<file path="config.mk">
export PLATFORM = sky130hd
export DESIGN_NAME = arbiter_alu
export DESIGN_NICKNAME = d
export VERILOG_FILES = /design/src/rtl/alu_pkg.sv /design/src/rtl/rdzen_alu.sv /design/src/rtl/arbiter_alu.sv
export SDC_FILE = /design/constraint.sdc
export NUM_CORES = 1
export LEC_CHECK = 0
export CORE_MARGIN = 2
export CORE_UTILIZATION = 50
export DETAILED_ROUTE_END_ITERATION = 10
export PLACE_DENSITY = 0.74
export SLEW_MARGIN = 20
export SYNTH_ARGS = -nofsm -noshare
export SYNTH_HDL_FRONTEND = slang
export SYNTH_SLANG_ARGS = --single-unit
export TNS_END_PERCENT = 50
</file>
<file path="constraint.sdc">
create_clock -name i_clk -period 5.7 [get_ports i_clk]
set_clock_uncertainty 0.05 [all_clocks]
set_input_delay 1.14 -clock i_clk [delete_from_list [all_inputs] [get_ports i_clk]]
set_output_delay 1.14 -clock i_clk [all_outputs]
set_load 0.03 [all_outputs]
</file>
<file path="src/rtl/alu_pkg.sv">
// Shared types and default widths for the arbitrated ALU block.
// No logic; constants and enums only.
// Imported by the ALU core and the arbiter.
package alu_pkg;

    localparam int DEF_BITS = 32;
    localparam int DEF_OP_W = 3;

    typedef enum logic [DEF_OP_W-1:0] {
        OP_ADD  = 3'd0,
        OP_SUB  = 3'd1,
        OP_AND  = 3'd2,
        OP_OR   = 3'd3,
        OP_XOR  = 3'd4,
        OP_SETB = 3'd5,
        OP_CLRB = 3'd6,
        OP_RSVD = 3'd7
    } op_e;

    typedef enum logic [1:0] {
        ST_IDLE = 2'd0,
        ST_EXEC = 2'd1,
        ST_RESP = 2'd2
    } state_e;

endpackage

</file>
<file path="src/rtl/rdzen_alu.sv">
// Combinational ALU core: add/sub with signed overflow, logic ops, bit set/clear.
// Latency: zero cycles, purely combinational.
// Backpressure: none; caller registers operands and result.
module rdzen_alu
    import alu_pkg::*;
#(
    parameter int BITS = DEF_BITS,
    parameter int OP_W = DEF_OP_W
) (
    input  logic [OP_W-1:0] op,
    input  logic [BITS-1:0] arg_a,
    input  logic [BITS-1:0] arg_b,
    output logic [BITS-1:0] result,
    output logic            error
);

    localparam int IDX_W = $clog2(BITS);
    localparam int MSB   = BITS - 1;
    localparam logic [BITS-1:0] ONE     = {{(BITS-1){1'b0}}, 1'b1};
    localparam logic [BITS-1:0] MAX_IDX = BITS'(BITS - 1);

    logic [BITS-1:0] sum;
    logic [BITS-1:0] diff;
    logic [BITS-1:0] mask;
    logic            bit_ok;

    // Evaluate the selected opcode; any error forces the result to zero.
    always_comb begin
        sum    = arg_a + arg_b;
        diff   = arg_a - arg_b;
        // A negative index is also caught by the unsigned range test, the
        // explicit sign check just makes the intent obvious.
        bit_ok = ~arg_b[MSB] && (arg_b <= MAX_IDX);
        mask   = ONE << arg_b[IDX_W-1:0];
        result = '0;
        error  = 1'b0;
        case (op)
            OP_ADD: begin
                if ((arg_a[MSB] == arg_b[MSB]) && (sum[MSB] != arg_a[MSB])) error = 1'b1;
                else result = sum;
            end
            OP_SUB: begin
                if ((arg_a[MSB] != arg_b[MSB]) && (diff[MSB] != arg_a[MSB])) error = 1'b1;
                else result = diff;
            end
            OP_AND: result = arg_a & arg_b;
            OP_OR:  result = arg_a | arg_b;
            OP_XOR: result = arg_a ^ arg_b;
            OP_SETB: begin
                if (bit_ok) result = arg_a | mask;
                else error = 1'b1;
            end
            OP_CLRB: begin
                if (bit_ok) result = arg_a & ~mask;
                else error = 1'b1;
            end
            default: error = 1'b1;
        endcase
    end

endmodule

</file>
<file path="src/rtl/arbiter_alu.sv">
// Round-robin arbiter and sequencer for two requesters sharing one ALU core.
// Latency: request handshake at edge N, response valid after edge N+1.
// Backpressure: response held while i_resp_ready=0; no request ready outside IDLE.
module arbiter_alu
    import alu_pkg::*;
#(
    parameter int BITS = DEF_BITS,
    parameter int OP_W = DEF_OP_W
) (
    input  logic            i_clk,
    input  logic            i_rst_n,
    input  logic            i_req0_valid,
    output logic            o_req0_ready,
    input  logic [OP_W-1:0] i_req0_op,
    input  logic [BITS-1:0] i_req0_arg_A,
    input  logic [BITS-1:0] i_req0_arg_B,
    input  logic            i_req1_valid,
    output logic            o_req1_ready,
    input  logic [OP_W-1:0] i_req1_op,
    input  logic [BITS-1:0] i_req1_arg_A,
    input  logic [BITS-1:0] i_req1_arg_B,
    output logic            o_resp_valid,
    input  logic            i_resp_ready,
    output logic            o_resp_id,
    output logic [BITS-1:0] o_result,
    output logic            o_error
);

    state_e          state;
    logic            last_id;
    logic [OP_W-1:0] op_q;
    logic [BITS-1:0] a_q;
    logic [BITS-1:0] b_q;
    logic            id_q;

    logic [BITS-1:0] alu_result;
    logic            alu_error;
    logic            accept;

    rdzen_alu #(
        .BITS (BITS),
        .OP_W (OP_W)
    ) u_alu (
        .op     (op_q),
        .arg_a  (a_q),
        .arg_b  (b_q),
        .result (alu_result),
        .error  (alu_error)
    );

    // Grant: a lone requester wins; on a tie the one not served last wins.
    always_comb begin
        o_req0_ready = (state == ST_IDLE) && i_req0_valid && (!i_req1_valid || last_id);
        o_req1_ready = (state == ST_IDLE) && i_req1_valid && (!i_req0_valid || !last_id);
        accept       = o_req0_ready || o_req1_ready;
    end

    // Sequencer: latch operands on accept, capture the core output, hold until consumed.
    always_ff @(posedge i_clk or negedge i_rst_n) begin
        if (!i_rst_n) begin
            state        <= ST_IDLE;
            last_id      <= 1'b1;
            op_q         <= '0;
            a_q          <= '0;
            b_q          <= '0;
            id_q         <= 1'b0;
            o_resp_valid <= 1'b0;
            o_resp_id    <= 1'b0;
            o_result     <= '0;
            o_error      <= 1'b0;
        end else begin
            case (state)
                ST_IDLE: begin
                    if (accept) begin
                        op_q    <= o_req1_ready ? i_req1_op    : i_req0_op;
                        a_q     <= o_req1_ready ? i_req1_arg_A : i_req0_arg_A;
                        b_q     <= o_req1_ready ? i_req1_arg_B : i_req0_arg_B;
                        id_q    <= o_req1_ready;
                        last_id <= o_req1_ready;
                        state   <= ST_EXEC;
                    end
                end
                ST_EXEC: begin
                    o_result     <= alu_result;
                    o_error      <= alu_error;
                    o_resp_id    <= id_q;
                    o_resp_valid <= 1'b1;
                    state        <= ST_RESP;
                end
                ST_RESP: begin
                    if (i_resp_ready) begin
                        o_resp_valid <= 1'b0;
                        state        <= ST_IDLE;
                    end
                end
                default: state <= ST_IDLE;
            endcase
        end
    end

endmodule
</file>
==> run_results.csv <==
group,metric,value,unit
status,outcome,"completed",
critical_path,startpoint_type,"flop",
global_route,antenna_found_initial,2,
synth,complex_gate_fraction_of_the_synthesized_area,0.3078,
job,max_capacitance_violation_count,0,
critical_path,worst-setup-path-type,"reg -> reg",
clock_network,clk_root_buffer_cell,"sky130_fd_sc_hd__clkbuf_16",
critical_path,worstReg2RegEnd,"o_result[20]",
global_route,grt_pass1_vias,10500,
clock_network,post_cts_resize_count,0,
global_route,grt_pass1_wl,58.79,mm
timing,worst_slew_margin_rel,0.1872,
synth,synth_ff_type,"sky130_fd_sc_hd__dfrtp_1",
critical_path,critPathLaunch,"b_q[3]",
clock_network,cts.sinks,106,
drt,wirelength,37.84,mm
timing,worst_pin_slew,1.219,ns
clock_network,numCtsBuffers,9,
finish,finalNetCount,1757,
timing,max_freq,217.6,MHz
critical_path,r2r_worst_path_depth,12,
synth,yosys.area_share.simple,0.2045,
clock_network,cts.hold.buffers_added,0,
finish,area_delta_synth_final,20.22,%
timing,setup_repair_after_global_routing_missed_its_margin,"no",
timing,number_of_pins_with_negative_max_slew_slack_in_the_final_report,0,
critical_path,required,5.90,ns
synth,synthArstFlopShare,1.000,
clock_network,htree_num_levels,3,
placed_design,place_inst,1773,
critical_path,crit_path_end_kind,"flop",
synth,synthesis.instances,1417,
timing,finalSetupTns,0,ns
clock_network,clock_insertion_delay_worst_skew,0.37,ns
floorplan,floorplan.io_pins,176,
clock_network,postCtsSetupRepairBufs,0,
floorplan,die_h,148.6,µm
synth,postSynthNetCount,1660,
synth,mappedNetlistArea,10450,µm²
synth,netlist-cell-type-count,78,
placed_design,half_perimeter_wire_length_of_the_detailed_placement_result,29.35,mm
floorplan,core_area,20360,µm²
drt,via_per_inst,6.323,
placed_design,port_buffer_cells,175,
clock_network,clock_tree.buffer_depth,2,
critical_path,cp.arrival,4.79,ns
clock_network,clock_transition_at_the_registers_of_the_reported_paths,0.08,ns
synth,yosysSeqAreaShare,0.2539,
finish,stdcell_count,1789,
synth,synth-edff-count,0,
timing,timing.final.hold_violations,0,
global_route,grtUsageTotal,0.3425,
finish,num_antenna_cells,0,
floorplan,initial_cell_density_of_the_core,0.5132,
floorplan,fp.dieW,148.6,µm
global_route,maximum_number_of_pins_on_one_net_before_global_route_repair,110,
critical_path,worstReg2RegStart,"b_q[3]",
drt,detail_route.iter0.violations,1160,
timing,report.final.setup_viol,0,
synth,post_synth_mux_area_share,0.02227,
synth,yosysWarningCount,0,
global_route,overflow,0,
synth,combinational_family_with_the_most_area_after_synthesis,"compound AO/OA/AOI/OAI gates",
critical_path,worstPathMaxFanout,19,
worst_hold_path,timing.hold.worst.class,"reg -> reg",
drt,drt.antenna.violating_nets,0,
drt,remaining_drc_errors,0,
timing,worst_hold_slack_after_final_layout,0.4200,ns
synth,synth_fa_ha_area_frac,0.1269,
synth,syn_avg_cell_area,7.376,µm²
drt,dr_total_vias,11310,
critical_path,crit_path_end,"o_result[20]",
synth,synth.ff_latch_count,106,
floorplan,num_rows,52,
finish,final_layout_size_suffix_gt1_frac,0.04213,
floorplan,die_area,22070,µm²
timing,portion_of_the_clock_cycle_consumed_by_the_worst_path_in_the_final_layout,0.8062,
drt,routedWlPerCell,21.15,µm
finish,finalCoreUtilization,0.6170,
clock_network,tritoncts_clock_tree,"yes",
drt,drt_pass_1_iters,5,
placed_design,gp_congestion,0.9726,
timing,final.min_clock_period,4.595,ns
synth,synth-xor-area-share,0.007542,
critical_path,regToRegSetupSlack,1.10,ns
[worst min path at each step]
stage                           start           to  depth (start not counted)
after global placement        last_id      last_id                          2
final                         last_id      last_id                          2
after CTS                     last_id      last_id                          2
after floorplan                  id_q         id_q                          2
after global routing      o_result[3]  o_result[3]                          2
after detailed placement         id_q         id_q                          2
[critical path, stage by stage, from the launching register on]
cell and delay (ns):
sky130_fd_sc_hd__dfrtp_1 0.61, sky130_fd_sc_hd__inv_1 0.17, sky130_fd_sc_hd__ha_1 0.50, sky130_fd_sc_hd__o211ai_1 0.14, sky130_fd_sc_hd__o21ai_0 0.62, sky130_fd_sc_hd__o2111ai_1 0.33, sky130_fd_sc_hd__a211o_1 0.41, sky130_fd_sc_hd__o2111ai_2 0.80
sky130_fd_sc_hd__buf_4 0.31, sky130_fd_sc_hd__a311oi_1 0.06, sky130_fd_sc_hd__a21oi_1 0.17, sky130_fd_sc_hd__nand3_1 0.09, sky130_fd_sc_hd__a22o_1 0.21
[flip-flops by register name (all words and copies together) (netlist names)]
name          cells
a_q              32
b_q              32
id_q              1
last_id           1
o_error           1
o_resp_id         1
o_resp_valid      1
o_result         32
op_q              3
state             2
[cell usage after synthesis (all sizes together), types with 15 or more instances]
cell	instances	area [µm²]
nand3	33	165.2
o21ai	65	325.3
inv	100	375.4
a21oi	105	525.5
buf	21	121.4
nand2	212	795.8
o21bai	15	112.6
mux2i	21	210.2
o211ai	22	165.2
a22o	16	140.1
ha	102	1276
clkbuf	81	305.3
a31oi	85	531.8
nor3	28	140.1
o221ai	27	236.5
dfrtp	105	2628
a211oi	17	127.6
nor2	165	619.3
[cell families after synthesis]
logic type,Yosys count
and+or+nand+nor,499
AOI/OAI and AO/OA,472
buffers and inverters,203
DFF,106
adders and majority gates,105
muxes,23
xor gates and xnor gates,9
[metal layers]
metal / part of all wire / global-route usage
met3: 0.12 / 0.09417
met4: 0.023 / 0.09762
met2: 0.39 / 0.4634
met1: 0.46 / 0.5258
met5: 0.00034 / 0
[layout make-up]
class / count / area [µm²]
Sequential cell: 106 / 2655
Tap cell: 270 / 337.8
Fill cell: 1918 / 7800
Multi-Input combinational cell: 1108 / 7023
Clock buffer: 10 / 239.0
Timing Repair Buffer: 188 / 1847
Clock inverter: 6 / 83.83
Inverter: 101 / 379.1
[cells in the final DEF (no fill, tap or decap), types with 5 or more instances in the layout]
cell                              Yosys  layout
sky130_fd_sc_hd__inv_1               98      98
sky130_fd_sc_hd__o221ai_1            27      27
sky130_fd_sc_hd__dfrtp_1            105     104
sky130_fd_sc_hd__o31ai_1             10      10
sky130_fd_sc_hd__o21bai_1            15      15
sky130_fd_sc_hd__buf_4                0      14
sky130_fd_sc_hd__a211oi_1            17      17
sky130_fd_sc_hd__a221oi_2             5       5
sky130_fd_sc_hd__a21oi_1            105     105
sky130_fd_sc_hd__o21ai_1             11      11
sky130_fd_sc_hd__a221oi_1             9       9
sky130_fd_sc_hd__nor4_1               8       8
sky130_fd_sc_hd__o21ai_0             54      54
sky130_fd_sc_hd__nor2b_1              9       8
sky130_fd_sc_hd__mux2i_1             21      21
sky130_fd_sc_hd__a221o_1             13      13
sky130_fd_sc_hd__a31oi_1             85      84
sky130_fd_sc_hd__nor2_1             165     165
sky130_fd_sc_hd__o2bb2ai_1            5       5
sky130_fd_sc_hd__ha_1               102     102
sky130_fd_sc_hd__nor3_1              28      28
sky130_fd_sc_hd__nand3_1             33      30
sky130_fd_sc_hd__a21o_1               9       9
sky130_fd_sc_hd__nand4_1              7       7
sky130_fd_sc_hd__clkdlybuf4s50_1      0     174
sky130_fd_sc_hd__o22ai_1             14      14
sky130_fd_sc_hd__o211ai_1            22      22
sky130_fd_sc_hd__or3_1                7       7
sky130_fd_sc_hd__clkbuf_16            0       9
sky130_fd_sc_hd__nand2_1            212     212
sky130_fd_sc_hd__xnor2_1              7       7
sky130_fd_sc_hd__a22oi_1              7       7
sky130_fd_sc_hd__nand2b_1            10      10
sky130_fd_sc_hd__a22o_1              16      16
sky130_fd_sc_hd__o21a_1               5       5
[metrics by stage]
stage | worst slack (ns) | instance area, µm²
2_1_floorplan | 2.319 | 10450
3_3_place_gp | 1.444 | 12240
3_5_place_dp | 1.220 | 12240
4_1_cts | 1.181 | 12560
5_1_grt | 0.7803 | 12560
6_report | 1.105 | 12560
Power is not shown: default switching activity piles up to over one toggle a cycle in this logic, so the estimate is an artifact.
